--- config.mk ---
export PLATFORM = sky130hd
export DESIGN_NAME = serving_wb_ram_ctrl
export DESIGN_NICKNAME = d
export VERILOG_FILES = /design/src/rtl/serving_wb_ram_ctrl.sv
export SDC_FILE = /design/constraint.sdc
export NUM_CORES = 1
export LEC_CHECK = 0
export BUFFER_PORTS_ARGS = -buffer_cell sky130_fd_sc_hd__buf_2
export CAP_MARGIN = 20
export CORE_MARGIN = 2
export CORE_UTILIZATION = 35
export CTS_CLUSTER_DIAMETER = 80
export DETAILED_ROUTE_END_ITERATION = 10
export PLACE_DENSITY_LB_ADDON = 0.2
export SLEW_MARGIN = 10
export SYNTH_ARGS = -nofsm -noshare
export SYNTH_HDL_FRONTEND = slang
export SYNTH_SLANG_ARGS = --single-unit
--- constraint.sdc ---
create_clock -name i_clk -period 2.89 [get_ports i_clk]
set_input_delay 0 -clock i_clk [delete_from_list [all_inputs] [get_ports i_clk]]
set_output_delay 0 -clock i_clk [all_outputs]
set_load 0.05 [all_outputs]
--- src/rtl/serving_wb_ram_ctrl.sv ---
// serving_wb_ram_ctrl
// Bridges a 32-bit Wishbone slave port onto a byte-wide RAM with a
// one-cycle read latency. Each word access is split into four byte
// accesses. Writes take four byte cycles and then ack. Reads take four
// issue cycles plus one wait cycle for the last byte, and then ack.
//
// Ports
//   i_clk     clock; all state changes on its rising edge
//   i_rst_n   asynchronous active-low reset
//   i_wb_adr  Wishbone byte address (bits [1:0] ignored)
//   i_wb_dat  Wishbone write data
//   i_wb_sel  byte enables, bit k selects lane [8k+7:8k]
//   i_wb_we   1 = write, 0 = read
//   i_wb_cyc  request strobe
//   o_wb_rdt  read data, held between reads
//   o_wb_ack  one-cycle completion pulse
//   o_waddr   RAM write byte address
//   o_wdata   RAM write data
//   o_wen     RAM write enable
//   o_raddr   RAM read byte address
//   i_rdata   RAM read data, valid one cycle after o_raddr/o_ren
//   o_ren     RAM read enable
module serving_wb_ram_ctrl #(
    parameter int depth = 256,
    parameter int aw    = $clog2(depth)
) (
    input  logic          i_clk,
    input  logic          i_rst_n,
    input  logic [aw-1:0] i_wb_adr,
    input  logic [31:0]   i_wb_dat,
    input  logic [3:0]    i_wb_sel,
    input  logic          i_wb_we,
    input  logic          i_wb_cyc,
    output logic [31:0]   o_wb_rdt,
    output logic          o_wb_ack,
    output logic [aw-1:0] o_waddr,
    output logic [7:0]    o_wdata,
    output logic          o_wen,
    output logic [aw-1:0] o_raddr,
    input  logic [7:0]    i_rdata,
    output logic          o_ren
);

    typedef enum logic [2:0] {
        IDLE,
        WRITE,
        READ,
        RDWAIT,
        ACK
    } state_t;

    state_t        state;
    logic [1:0]    cnt;
    logic [aw-3:0] adr_q;
    logic [31:0]   dat_q;
    logic [3:0]    sel_q;

    logic [1:0]    cnt_next;
    logic [1:0]    cnt_prev;

    // The low address bits never matter: every access covers a whole word.
    logic          unused_adr_bits;
    assign unused_adr_bits = &{1'b0, i_wb_adr[1:0]};

    assign cnt_next = cnt + 2'd1;
    assign cnt_prev = cnt - 2'd1;

    // All RAM-side outputs are registered. That means the value for byte
    // k+1 is loaded on the edge that ends byte k, and byte 0 is loaded on
    // the edge that accepts the request. Read data trails the issued
    // address by one cycle. So while byte k is being issued, the edge
    // captures byte k-1, and RDWAIT exists only to capture byte 3.
    // Word address and byte index are concatenated, never added, so the
    // top word cannot carry into word 0.
    always_ff @(posedge i_clk or negedge i_rst_n) begin
        if (!i_rst_n) begin
            state    <= IDLE;
            cnt      <= 2'd0;
            adr_q    <= '0;
            dat_q    <= 32'd0;
            sel_q    <= 4'd0;
            o_wb_rdt <= 32'd0;
            o_wb_ack <= 1'b0;
            o_waddr  <= '0;
            o_wdata  <= 8'd0;
            o_wen    <= 1'b0;
            o_raddr  <= '0;
            o_ren    <= 1'b0;
        end else begin
            case (state)
                IDLE: begin
                    o_wb_ack <= 1'b0;
                    if (i_wb_cyc) begin
                        adr_q <= i_wb_adr[aw-1:2];
                        dat_q <= i_wb_dat;
                        sel_q <= i_wb_sel;
                        cnt   <= 2'd0;
                        if (i_wb_we) begin
                            state   <= WRITE;
                            o_waddr <= {i_wb_adr[aw-1:2], 2'b00};
                            o_wdata <= i_wb_dat[7:0];
                            o_wen   <= i_wb_sel[0];
                        end else begin
                            state   <= READ;
                            o_raddr <= {i_wb_adr[aw-1:2], 2'b00};
                            o_ren   <= 1'b1;
                        end
                    end
                end
                WRITE: begin
                    if (cnt == 2'd3) begin
                        o_wen    <= 1'b0;
                        o_wb_ack <= 1'b1;
                        state    <= ACK;
                    end else begin
                        cnt     <= cnt_next;
                        o_waddr <= {adr_q, cnt_next};
                        o_wdata <= dat_q[{cnt_next, 3'b000} +: 8];
                        o_wen   <= sel_q[cnt_next];
                    end
                end
                READ: begin
                    if (cnt != 2'd0) begin
                        o_wb_rdt[{cnt_prev, 3'b000} +: 8] <= i_rdata;
                    end
                    if (cnt == 2'd3) begin
                        o_ren <= 1'b0;
                        state <= RDWAIT;
                    end else begin
                        cnt     <= cnt_next;
                        o_raddr <= {adr_q, cnt_next};
                    end
                end
                RDWAIT: begin
                    o_wb_rdt[31:24] <= i_rdata;
                    o_wb_ack        <= 1'b1;
                    state           <= ACK;
                end
                ACK: begin
                    o_wb_ack <= 1'b0;
                    state    <= IDLE;
                end
                default: begin
                    state <= IDLE;
                end
            endcase
        end
    end

endmodule

==> flow_metrics.tcl, run 1 <==
set metrics [dict create \
    status "complete, no violations" \
    place_area_um2 5640 \
    cp.arrival_ns 2.56 \
    pin_count 115 \
    relSlewSlack 0.337 \
    antenna_cells 0 \
    fp.dieH_um 122 \
    setup_viol_count_final 0 \
    hold_path.class "primary input to async pin" \
    grt_max_degree 58 \
    viasPerCell 4.92 \
    num_rows 43 \
    seqPwrFrac 0.325 \
    synthDistinctLibCells 41 \
    maxCapViolations 0 \
    critPathMaxFanout 20 \
    slew_viol_final 0 \
    timing.final.crit_share 0.803 \
    leakagePower_nw 3.19 \
    worstMarginPinSlew_ns 0.991 \
    vias 3403 \
    switching_share 0.422 \
    rsz0062_at_grt "no" \
    route.antenna.remaining_nets 0 \
    chipWidth_um 122 \
    powerDensity_nw_per_um2 1240 \
    final_common_cell "buf_2" \
    instances_no_fill 691 \
    fmax_mhz 431 \
    p_sw_w 0.00340 \
    clk_pin_slew_ns 0.07 \
    p_clk_frac 0.163 \
    placedCellCount 622 \
    grt_pass1_vias 3454 \
    dp.final_hpwl_um 7550 \
    avgSynthCellArea_um2 14.5 \
    htree_num_levels 3 \
    clock_latency_ns 0.35 \
    cts_resized 0 \
    io_buffers 112 \
    critical_path_class "register to register" \
    comb_power_share 0.512 \
    ys_warn_count 0 \
    netlist_instances 337 \
    cts_tree "done" \
    clockRootBuffer "clkbuf_16" \
    critPathRequiredTime_ns 3.13 \
    reg2reg_depth 3 \
    ir_worst_vdd_mv 0.732 \
    postSynthRegisterBits 106 \
    fin_nets 569 \
    syn2layout_area_growth_pct 32.9 \
    post-route-min-period_ns 2.32 \
    cts_sinks 106 \
    die-area_um2 14900 \
    wl_um 11300 \
    drive_gt1_frac 0.438 \
    first_iter_violations 146 \
    gr-usage-all-layers 0.159 \
    hold_violations 0 \
    clock_path_buffers 2 \
    fp.coreArea_um2 13800 \
    overflow 0 \
    yosysSeqAreaShare 0.543 \
    stdcell_area_um2 6490 \
    fin_tns_setup_ns 0 \
    endpoint_kind "register" \
    antenna_found_initial 0 \
    p_int_w 0.00465 \
    synth.cell_area_um2 4880 \
    remaining_drc_errors 0 \
    ys.flop_type "dfrtp_1" \
    cp-start-kind "register" \
    finClkSkew_ns 0.00625 \
    async_flop_share 1.00 \
    gp_congestion 0.721 \
    grt_pass1_wl_um 18100 \
    initial_core_util 0.355 \
    avgRoutedWirePerCell_um 16.4 \
    synth_nets 400 \
    numCtsBuffers 9 \
    synth_edf_count 0 \
    final_cell_mix "buf_2 (111), dfrtp_1 (106), mux2_2 (67)" \
    first_pass_iters 4 \
]
flip-flops by register name (all words and copies together), names as in the netlist:
name,count
sel_q,4
o_raddr,8
cnt,2
o_ren,1
adr_q,6
o_wdata,8
state,3
o_wen,1
o_wb_ack,1
o_wb_rdt,32
o_waddr,8
dat_q,32
power groups by stage:
| stage | Combinational (W) | Clock, W | Sequential, W |
|---|---|---|---|
| after floorplan | 0.00216 | 0 | 0.00365 |
| after global placement | 0.00404 | 0 | 0.00262 |
| after detailed placement | 0.00412 | 0 | 0.00265 |
| after CTS | 0.00418 | 0.00136 | 0.00262 |
| after global routing | 0.00442 | 0.00142 | 0.00272 |
| final | 0.00412 | 0.00131 | 0.00262 |
layout make-up:
type	instances	area [um^2]
multi-input combinational	209	2100
timing repair buffer	173	1170
inverter	7	26.3
fill	1303	7280
clock buffer	11	243
tap	180	225
sequential	106	2650
clock inverter	5	77.6
Yosys cell counts (all sizes together), types with 3 or more instances:
library cell,count,area share
nor4b,3,0.013
and4,24,0.043
a21o,24,0.037
dfrtp,106,0.54
buf,14,0.020
and2,9,0.012
nor2b,3,0.0038
ha,7,0.018
inv,7,0.0054
a221o,8,0.016
nor2,6,0.0046
mux2,69,0.16
nor3b,5,0.012
nand2,9,0.0069
mux2i,4,0.0082
mux4,9,0.042
a32o,8,0.016
a21oi,3,0.0031
routing by layer:
metal,global-route usage,wire [um],vias up
li1,-,-,1613
met1,0.210,5190,1697
met2,0.255,5400,78
met3,0.0370,555,15
met4,0.0611,185,0
met5,0,0,-
path summary, 6_finish.rpt:
| path | slack (ns) | endpoint | from |
|---|---|---|---|
| worst max-delay path | 0.57 | o_wb_rdt[6] | state[1] |
| worst max register to register | 0.57 | o_wb_rdt[6] | state[1] |
| worst min-delay path | 0.23 | o_wdata[6] | i_rst_n |
| min in group i_clk | 0.41 | dat_q[28] | i_wb_dat[28] |
| max in group asynchronous | 1.92 | o_waddr[6] | i_rst_n |
| worst min register to register | 0.47 | o_wb_rdt[23] | o_wb_rdt[23] |
worst max-delay path, stage by stage, from the launching register on:
cell,delay (ns)
dfrtp_1,0.82
nor4b_4,0.77
nand2_1,0.36
a21o_1,0.26
kinds of logic (layout without fill, tap and decap cells):
kind of cell	Yosys count	in the layout	share of synthesized area
muxes	82	82	0.210
AOI/OAI and AO/OA	53	53	0.0948
buffers and inverters	22	196	0.0264
xor gates and xnor gates	1	1	0.00179
DFF	106	106	0.543
adders and majority gates	7	7	0.0179
and+or+nand+nor	66	66	0.106
repair_timing:
action,in CTS,in global routing
buffers inserted,0,0
endpoints found under the hold margin,108,0
hold buffers,53,0
stage by stage:
stage          utilization  worst slack, ns  power [W]  hold WS (ns)
6_report             0.471            0.568    0.00805         0.227
5_1_grt              0.471            0.373    0.00856         0.289
4_1_cts              0.471            0.577    0.00816         0.261
3_5_place_dp         0.410            0.587    0.00677        0.0745
3_3_place_gp         0.410            0.637    0.00666        0.0786
2_1_floorplan            -            0.634    0.00581        -0.296
No activity file was read; power rests on OpenSTA's default activity.
==> run 2, diff against run 1 <==
==> constraint.sdc (replaced) <==
create_clock -name i_clk -period 2.1 [get_ports i_clk]
set_input_delay 0 -clock i_clk [delete_from_list [all_inputs] [get_ports i_clk]]
set_output_delay 0 -clock i_clk [all_outputs]
set_load 0.05 [all_outputs]
==> run 2 against run 1 <==
Via count up 2.0%; sequential power up 35%; highest routed layer unchanged; non-clock buffer count up 11; register-to-register slack worse by 0.37 ns; global-route usage about the same; worst setup slack worse by 0.37 ns; sequential cell count unchanged; hold slack worse by 0.15 ns; cell count up 1.6%; clock skew about the same; power up 42%; routed wire length down 0.53%.
==> flow_metrics.tcl, run 2 (same netlist as run 1, synthesis figures left out) <==
set metrics [dict create \
    finClkSkew_ns 0.00669 \
    overflow 0 \
    fmax_mhz 526 \
    viasPerCell 4.94 \
    cp_num_buf_inv 0 \
    ir_worst_vdd_mv 0.995 \
    grt_busiest_layer "met2" \
    clockRootBuffer "clkbuf_16" \
    powerDensity_nw_per_um2 1720 \
    first_iter_violations 108 \
    avgRoutedWirePerCell_um 16.1 \
    die-area_um2 14900 \
    drive_gt1_frac 0.456 \
    maxCapViolations 0 \
    fillerInstances 1298 \
    io_buffers 112 \
    regArea_um2 2650 \
    crit_family "simple AND/OR/NAND/NOR gates" \
    numCtsBuffers 9 \
    hold_path.class "primary input to async pin" \
    setup_viol_count_final 0 \
    endpoint_kind "register" \
    critical_path_class "register to register" \
    post_cts_buffers 0 \
    gr-usage-all-layers 0.159 \
    antenna_cells 0 \
    grt.met2_usage 0.258 \
    reg2reg_depth 4 \
    cp-start-kind "register" \
    chipWidth_um 122 \
    worstSetupPathDepth 4 \
    relSlewSlack 0.366 \
    slew_viol_final 0 \
    path_cells "ha_1, nor4b_2, o2bb2ai_1, mux2_2" \
    instances_no_fill 702 \
    fp.dieH_um 122 \
    status "complete, no violations" \
    clk_pin_slew_ns 0.07 \
    grt_pass1_vias 3571 \
    cp.arrival_ns 2.19 \
    gp_congestion 0.765 \
    num_rows 43 \
    first_pass_iters 5 \
    grt_pass1_wl_um 18100 \
    post-route-min-period_ns 1.90 \
    clock_path_buffers 2 \
    placedCellCount 633 \
    final_cell_mix "buf_2 (111), dfrtp_1 (105), mux2_2 (67)" \
    pin_count 115 \
    hold_violations 0 \
    rsz0062_at_grt "no" \
    critPathMaxFanout 9 \
    vias 3470 \
    syn2layout_area_growth_pct 35.7 \
    remaining_drc_errors 0 \
    worstMarginPinSlew_ns 0.949 \
    route.antenna.remaining_nets 0 \
    reg_top3 "dat_q x32, o_wb_rdt x32" \
    timing.final.crit_share 0.905 \
    leakagePower_nw 3.26 \
    antenna_found_initial 0 \
    cts_tree "done" \
    cp_slowest_cell "nor4b_2" \
    cts_sinks 106 \
    gr-usage-met1 0.207 \
    dp.final_hpwl_um 7780 \
    initial_core_util 0.355 \
    final_common_cell "buf_2" \
    critPathRequiredTime_ns 2.39 \
    fin_nets 580 \
    grt_max_degree 38 \
    multiInputGateArea_um2 2120 \
    fin_tns_setup_ns 0 \
    wl_um 11300 \
    slowest_delay_ns 0.80 \
    htree_num_levels 3 \
    clock_latency_ns 0.35 \
    fp.coreArea_um2 13800 \
    groute.layer.met3.usage 0.0328 \
    r2r_slack_ns 0.20 \
]
-- run 2: worst paths after layout --
kind | startpoint | endpoint
max | cnt[1] | o_wen
min | i_rst_n | o_wb_rdt[30]
max reg2reg | cnt[1] | o_wen
min reg2reg | o_wb_rdt[16] | o_wb_rdt[16]
max in group asynchronous | i_rst_n | adr_q[5]
min in group i_clk | i_wb_sel[3] | sel_q[3]
-- run 2: final cells by class --
class | instances | share of cell area
Multi-Input combinational cell | 209 | 0.320
Timing Repair Buffer | 184 | 0.188
Sequential cell | 106 | 0.400
Clock inverter | 4 | 0.0147
Tap cell | 180 | 0.0340
Inverter | 7 | 0.00396
Clock buffer | 12 | 0.0387
-- run 2: per-stage QoR --
step / total power, W / hold slack [ns] / util / area, um^2 / setup slack (ns)
floorplan: 0.00804 / -0.296 / - / 4900 / 0.0412
global placement: 0.00936 / -0.0949 / 0.417 / 5740 / 0.170
detailed placement: 0.00949 / -0.0905 / 0.417 / 5740 / 0.113
CTS: 0.0116 / 0.0861 / 0.481 / 6620 / 0.0960
global route: 0.0121 / 0.115 / 0.481 / 6630 / 0.00770
finish: 0.0114 / 0.0783 / 0.481 / 6630 / 0.200
-- run 2: routing by layer --
layer,vias up,part of all wire
met5,-,0
met4,0,0.023
met3,21,0.042
met2,76,0.47
met1,1730,0.47
li1,1643,-
-- run 2: where the power goes --
part	internal (W)	total (W)	switching (W)
clock	0.00123	0.00197	0.000742
sequential	0.00298	0.00355	0.000563
combinational	0.00252	0.00591	0.00339
total	0.00674	0.0114	0.00469
-- run 2: timing repair --
action	4_1_cts	5_1_grt
hold endpoints to repair	165	0
setup endpoints to repair	0	8
hold buffers	53	0
resized for setup	0	1
